<file path="config.mk">
export PLATFORM = sky130hd
export DESIGN_NAME = star_ni_tx
export DESIGN_NICKNAME = d
export VERILOG_FILES = /design/src/rtl/star_pkg.sv /design/src/rtl/star_ni_fifo.sv /design/src/rtl/star_ni_tx.sv
export SDC_FILE = /design/constraint.sdc
export NUM_CORES = 1
export LEC_CHECK = 0
export CAP_MARGIN = 20
export CORE_ASPECT_RATIO = 2
export CORE_MARGIN = 3
export CORE_UTILIZATION = 68
export CTS_BUF_LIST = sky130_fd_sc_hd__clkbuf_4 sky130_fd_sc_hd__clkbuf_8 sky130_fd_sc_hd__clkbuf_16
export DETAILED_ROUTE_END_ITERATION = 10
export DONT_BUFFER_PORTS = 1
export PLACE_DENSITY = 0.9
export SLEW_MARGIN = 20
export SYNTH_ARGS = -nofsm -noshare
export SYNTH_HDL_FRONTEND = slang
export SYNTH_SLANG_ARGS = --single-unit
</file>
<file path="constraint.sdc">
create_clock -name clk -period 6.2 [get_ports clk]
set_input_delay 0.62 -clock clk [delete_from_list [all_inputs] [get_ports clk]]
set_output_delay 0.62 -clock clk [all_outputs]
set_load 0.01 [all_outputs]
</file>
<file path="src/rtl/star_pkg.sv">
// Shared constants and types for the star network-interface transmitter.
// Header flits are an 8-bit marker+destination pattern, zero-extended to the flit width.
package star_pkg;

  localparam int unsigned STAR_DATAWID = 8;
  localparam int unsigned STAR_NODES   = 10;
  localparam int unsigned HDR_MARK_BIT = 7;

  typedef enum logic [1:0] {
    FlitPay = 2'd0,
    FlitLen = 2'd1,
    FlitHdr = 2'd2
  } flit_type_e;

  typedef enum logic [1:0] {
    StCollect = 2'd0,
    StHdr     = 2'd1,
    StLen     = 2'd2,
    StPay     = 2'd3
  } state_e;

endpackage

</file>
<file path="src/rtl/star_ni_fifo.sv">
// Payload buffer: DEPTH x DATAWID FIFO with async-reset pointers and a flush input.
// Read data is the head entry, valid whenever the FIFO is not empty.
module star_ni_fifo #(
  parameter int unsigned DATAWID = 8,
  parameter int unsigned DEPTH   = 8
) (
  input  logic               clk,
  input  logic               rst,
  input  logic               flush,
  input  logic               push,
  input  logic [DATAWID-1:0] wdata,
  input  logic               pop,
  output logic [DATAWID-1:0] rdata,
  output logic               empty
);

  localparam int unsigned AW = (DEPTH > 1) ? $clog2(DEPTH) : 1;
  localparam int unsigned UW = $clog2(DEPTH + 1);

  logic [DATAWID-1:0] mem_q [DEPTH];
  logic [AW-1:0]      wr_ptr_q, wr_ptr_d, rd_ptr_q, rd_ptr_d;
  logic [UW-1:0]      used_q, used_d;

  function automatic logic [AW-1:0] next_ptr(input logic [AW-1:0] p);
    return (p == AW'(DEPTH - 1)) ? '0 : p + AW'(1);
  endfunction

  always_comb begin
    wr_ptr_d = wr_ptr_q;
    rd_ptr_d = rd_ptr_q;
    used_d   = used_q;
    if (flush) begin
      wr_ptr_d = '0;
      rd_ptr_d = '0;
      used_d   = '0;
    end else begin
      if (push) wr_ptr_d = next_ptr(wr_ptr_q);
      if (pop)  rd_ptr_d = next_ptr(rd_ptr_q);
      if (push && !pop)      used_d = used_q + UW'(1);
      else if (pop && !push) used_d = used_q - UW'(1);
    end
  end

  always_ff @(posedge clk or posedge rst) begin
    if (rst) begin
      wr_ptr_q <= '0;
      rd_ptr_q <= '0;
      used_q   <= '0;
    end else begin
      wr_ptr_q <= wr_ptr_d;
      rd_ptr_q <= rd_ptr_d;
      used_q   <= used_d;
    end
  end

  always_ff @(posedge clk) begin
    if (push && !flush) mem_q[wr_ptr_q] <= wdata;
  end

  assign rdata = mem_q[rd_ptr_q];
  assign empty = (used_q == '0);

endmodule

</file>
<file path="src/rtl/star_ni_tx.sv">
// Network-interface transmitter: buffers a source packet, then emits header, length
// and payload flits towards a leaf router; packets for unknown routers are dropped.
module star_ni_tx
  import star_pkg::*;
#(
  parameter int unsigned DATAWID = STAR_DATAWID,
  parameter int unsigned DEPTH   = 8,
  parameter int unsigned NODES   = STAR_NODES
) (
  input  logic               clk,
  input  logic               rst,
  input  logic               in_valid,
  output logic               in_ready,
  input  logic [DATAWID-1:0] in_data,
  input  logic               in_last,
  input  logic [3:0]         in_dest,
  output logic [DATAWID-1:0] out_data,
  output logic               out_valid,
  input  logic               out_ready,
  output logic               busy,
  output logic [7:0]         drop_count
);

  localparam int unsigned CW = $clog2(DEPTH + 1);

  state_e             state_q, state_d;
  logic [CW-1:0]      count_q, count_d;
  logic [3:0]         dest_q, dest_d;
  logic [DATAWID-1:0] out_data_q, out_data_d;
  logic [7:0]         drop_q, drop_d;

  logic               fifo_push, fifo_pop, fifo_flush, fifo_empty;
  logic [DATAWID-1:0] fifo_rdata;
  logic [3:0]         dest_eff;
  logic               dest_ok, closing;

  function automatic logic [DATAWID-1:0] hdr_flit(input logic [3:0] d);
    logic [DATAWID-1:0] f;
    f               = '0;
    f[HDR_MARK_BIT] = 1'b1;
    f[3:0]          = d;
    return f;
  endfunction

  // Destination comes from the first word; a one-word packet closes on that same word.
  assign dest_eff = (count_q == '0) ? in_dest : dest_q;
  assign dest_ok  = (dest_eff != 4'd0) && (32'(dest_eff) <= NODES);
  assign closing  = in_last || (count_q == CW'(DEPTH - 1));

  always_comb begin
    state_d    = state_q;
    count_d    = count_q;
    dest_d     = dest_q;
    out_data_d = out_data_q;
    drop_d     = drop_q;
    fifo_push  = 1'b0;
    fifo_pop   = 1'b0;
    fifo_flush = 1'b0;
    unique case (state_q)
      StCollect: begin
        if (in_valid) begin
          fifo_push = 1'b1;
          count_d   = count_q + CW'(1);
          if (count_q == '0) dest_d = in_dest;
          if (closing) begin
            if (dest_ok) begin
              state_d    = StHdr;
              out_data_d = hdr_flit(dest_eff);
            end else begin
              fifo_flush = 1'b1;
              count_d    = '0;
              if (drop_q != 8'hFF) drop_d = drop_q + 8'd1;
            end
          end
        end
      end
      StHdr: begin
        if (out_ready) begin
          state_d    = StLen;
          out_data_d = DATAWID'(count_q - CW'(1));
        end
      end
      StLen: begin
        if (out_ready) begin
          state_d    = StPay;
          out_data_d = fifo_rdata;
          fifo_pop   = 1'b1;
        end
      end
      StPay: begin
        if (out_ready) begin
          if (!fifo_empty) begin
            out_data_d = fifo_rdata;
            fifo_pop   = 1'b1;
          end else begin
            state_d    = StCollect;
            count_d    = '0;
            out_data_d = '0;
          end
        end
      end
      default: state_d = StCollect;
    endcase
  end

  always_ff @(posedge clk or posedge rst) begin
    if (rst) begin
      state_q    <= StCollect;
      count_q    <= '0;
      dest_q     <= '0;
      out_data_q <= '0;
      drop_q     <= '0;
    end else begin
      state_q    <= state_d;
      count_q    <= count_d;
      dest_q     <= dest_d;
      out_data_q <= out_data_d;
      drop_q     <= drop_d;
    end
  end

  star_ni_fifo #(
    .DATAWID(DATAWID),
    .DEPTH  (DEPTH)
  ) u_fifo (
    .clk  (clk),
    .rst  (rst),
    .flush(fifo_flush),
    .push (fifo_push),
    .wdata(in_data),
    .pop  (fifo_pop),
    .rdata(fifo_rdata),
    .empty(fifo_empty)
  );

  assign in_ready   = (state_q == StCollect);
  assign out_valid  = (state_q != StCollect);
  assign busy       = out_valid || (count_q != '0);
  assign out_data   = out_data_q;
  assign drop_count = drop_q;

endmodule

</file>
==> metrics.md <==
| Metric | Value |
|---|---|
| Mux cell area share after synthesis | between 10% and 20% |
| RSZ-0062 raised after global routing | false |
| Post-CTS Resized | 0 |
| Worst R2R Path Depth | 7 |
| Drt pass-1 iters | 6 |
| Initial drt markers | 260 |
| Max Slew Vio Count | 0 |
| Total grt overflow | 0 |
| Hold Fails Final Rpt | 0 |
| FF+latch count, synth | 100 |
| Antenna violations before repair | 0 |
| Clock network power share | 22.9% |
| Clock root buffer master | clkbuf_16 |
| Gr busiest metal | met2 |
| # hold bufs at CTS | 0 |
| Detail Route Antenna Nets | 0 |
| Synth unique cells | between 50 and 60 |
| Slowest-stage cell, CP | nor3b_1 |
| Worst Hold Class | input pin to async pin |
| Post-Synth Adder-Cell Area | 4.15% |
| Routed WL | 9.78 mm |
| Setup bufs post-CTS | 0 |
| Final Power | 2430 µW |
| Internal reg-to-reg setup slack | 2690 ps |
| CTS tree | yes |
| Routability cong. | 0.837 |
| Pwr Density | ~470 nW/µm² |
| CP endpoint kind | register |
| Die Width | around 65 µm |
| Vias in the first global route | 2988 |
| Max-cap violations | 0 |
| Full die area | between 8000 and 9000 µm² |
| Syn Std Cell Area | 4710 µm² |
| Via count | 2917 |
| Final period utilization | between 50% and 60% |
| Synth Area in XOR/XNOR | approximately 1.9% |
| EDFF count, synth | 64 |
| Chip height | 124 µm |
| Register share of total power | about two fifths |
| Total core area | 6670 µm² |
| Maximum vdd drop | about 320 µV |
| CP cell instances | inv_1, ha_1, nor3b_4, o211ai_4, a31oi_1, nand2_1, nor3b_1 |
| Clock Pin Slew Worst Setup and Hold Paths | 70 ps |
| First-pass GRT wire length | 15.4 mm |
| Grt met1 use | between 20% and 30% |
| Total CTS buffers | 9 |
| Int Pwr | 1520 µW |
| Via density | around 6.4 |
| Net Sw Power | 906 µW |
| Clk buf depth | 2 |
| Period minus WS final | 3510 ps |
| Post-Route Setup TNS | 0 ps |
| Reg2Reg Launch Point | count_q[0] |
| Critical Path Max Stage Delay | 950 ps |
| Met2 usage | between 50% and 60% |
| Fmax | 285 MHz |
| Layout area overhead | 8.77% |
| Layout cell share with drive strength beyond 1 | 13.2% |
| Final setup vio count | 0 |
| Largest family of logic cells by synthesized area | compound AO/OA/AOI/OAI gates |
| Worst-skew pair later-pin latency | around 350 ps |
| Post-DP Area | roughly 4800 µm² |
| Initial Util | 70.5% |
| Grt met3 use | 5.32% |
| Status | finished, final reports clean |
| Max-slew headroom | 26.3% |
| Routed wire per std cell | 21.4 µm |
| Cells after Synth | 361 |
| Fraction of the mapped netlist area in simple logic gates | 10.4% |
| YS warnings | 0 |
| Post-route DRC | 0 |
| Synth Area per Inst | 13.0 µm² |
| Commonest register cell after synthesis | edfxtp_1 |
| Nets@finish | around 400 |
| Global Route Usage Sum | 26.9% |
| Number of clock sinks | 100 |
| Asr flop ratio synth | 36.0% |
| Worst path top cell family by delay | simple AND/OR/NAND/NOR gates |
| WP buf/inv | 1 |
| FP Rows | 42 |
| CP Launch Type | register |
| Finished Cell Area | about 5100 µm² |
| H-tree depth | 3 |
| Sw frac | 37.4% |
| Worst Setup Path Type | register to register |
| Comb power frac | 37.2% |
| Compound-Gate Fraction of Synth Area | 10.7% |
| Critical Path RT | between 6000 and 7000 ps |
| Slew @ Worst Pin | 1100 ps |
| Syn_nets | roughly 390 |
| CP Max Fanout | 10 |
| Register area share after synthesis | 60.0% |
| Worst reg2reg endpoint | u_fifo.mem_q[3][6] |
| Port Buf Inserts | 0 |
| Leak | ~0.0019 µW |
| Final clock skew | 7.77 ps |
| Num ports | 36 |
| Pin count of the biggest net entering global routing | 37 |
| Ant. Diodes | 0 |
| Worst Path Arrival | roughly 3500 ps |
| Placed wire-length estimate | 7.03 mm |
==> layer usage <==
layer  part of all wire (%)  vias up  routed length, µm
met1                     34     1437               3290
met4                    4.6        0                454
met5                      0        -                  0
met3                    3.8       32                370
met2                     58       86               5660
li1                       -     1362                  -
==> through the flow <==
stage	utilization, %	instances	setup WS, ps	hold WS, ps
finish	76.7	458	2690	259
global route	76.7	458	2440	301
CTS	76.6	458	2720	273
detailed placement	72.1	442	2770	526
global placement	72.0	442	2940	498
floorplan	-	361	3330	479
==> worst max-delay path by stage <==
stage	depth (start not counted)	from	slack, ps	to
2_1_floorplan	6	count_q[0]	3330	u_fifo.mem_q[2][0]
3_3_place_gp	7	count_q[0]	2940	u_fifo.mem_q[5][2]
3_5_place_dp	7	count_q[0]	2770	u_fifo.mem_q[5][5]
4_1_cts	7	count_q[0]	2720	u_fifo.mem_q[5][4]
5_1_grt	7	count_q[0]	2440	u_fifo.mem_q[3][0]
6_report	7	count_q[0]	2690	u_fifo.mem_q[3][6]
==> cells by family (layout without fill, tap and decap cells) <==
group	after synthesis	in the layout
AO/OA/AOI/OAI	68	68
XOR/XNOR	10	10
adder cells (fa/ha/maj)	15	15
buffers and inverters	28	37
flip-flops	100	100
multiplexers	44	44
AND/OR/NAND/NOR	96	96
==> synthesized netlist by cell type, types with 3 or more instances <==
master	instances	area [µm²]
a21oi_1	12	60.1
inv_1	16	60.1
o221ai_1	3	26.3
a31oi_1	6	37.5
xor2_1	8	70.1
nor2_1	12	45.0
mux2i_1	27	270
a211oi_1	4	30.0
nand2_1	37	139
nor2b_1	9	56.3
nand2b_1	3	18.8
o21ai_0	11	55.1
a22oi_1	7	52.6
nor3b_1	4	30.0
o211ai_1	4	30.0
buf_2	4	20.0
a21o_1	3	22.5
nand3_1	7	35.0
ha_1	14	175
clkbuf_1	6	22.5
dfrtp_1	36	901
nor3_1	10	50.1
edfxtp_1	64	1920
mux2_2	15	169
nor4_1	4	25.0
==> final cells by class <==
type                    count  area (µm²)
clock buffers               9         225
clock inverters             7        73.8
fillers                   444        1550
inverters                  16        60.1
multi-input cells         233        1790
flip-flops and latches    100        2820
well taps                  88         110
repair buffers              5        37.5
==> cells in the final DEF, fill, tap and decap left out, types with 9 or more instances in the layout <==
cell type | Yosys | layout
a21oi_1 | 12 | 12
clkbuf_16 | 0 | 9
dfrtp_1 | 36 | 36
edfxtp_1 | 64 | 64
ha_1 | 14 | 14
inv_1 | 16 | 16
mux2_2 | 15 | 15
mux2i_1 | 27 | 27
nand2_1 | 37 | 37
nor2_1 | 12 | 12
nor2b_1 | 9 | 9
nor3_1 | 10 | 9
o21ai_0 | 11 | 11
==> registers in the layout (all words and copies together) (netlist names) <==
name	count
u_fifo.mem_q	64
drop_count	8
out_data	8
count_q	4
dest_q	4
u_fifo.used_q	4
u_fifo.rd_ptr_q	3
u_fifo.wr_ptr_q	3
state_q	2
==> power by group through the flow <==
stage	Combinational (µW)	Clock [µW]	Sequential (µW)
2_1_floorplan	718	0	929
3_3_place_gp	848	0	963
3_5_place_dp	886	0	977
4_1_cts	899	564	963
5_1_grt	998	592	981
6_report	902	556	967
==> worst register-to-register path, stage by stage (launching register included) <==
cell and delay (ps):
dfrtp_1 450, inv_1 90, ha_1 180, nor3b_4 470
o211ai_4 160, a31oi_1 540, nand2_1 280, nor3b_1 950
No activity file was read; power rests on OpenSTA's default activity.
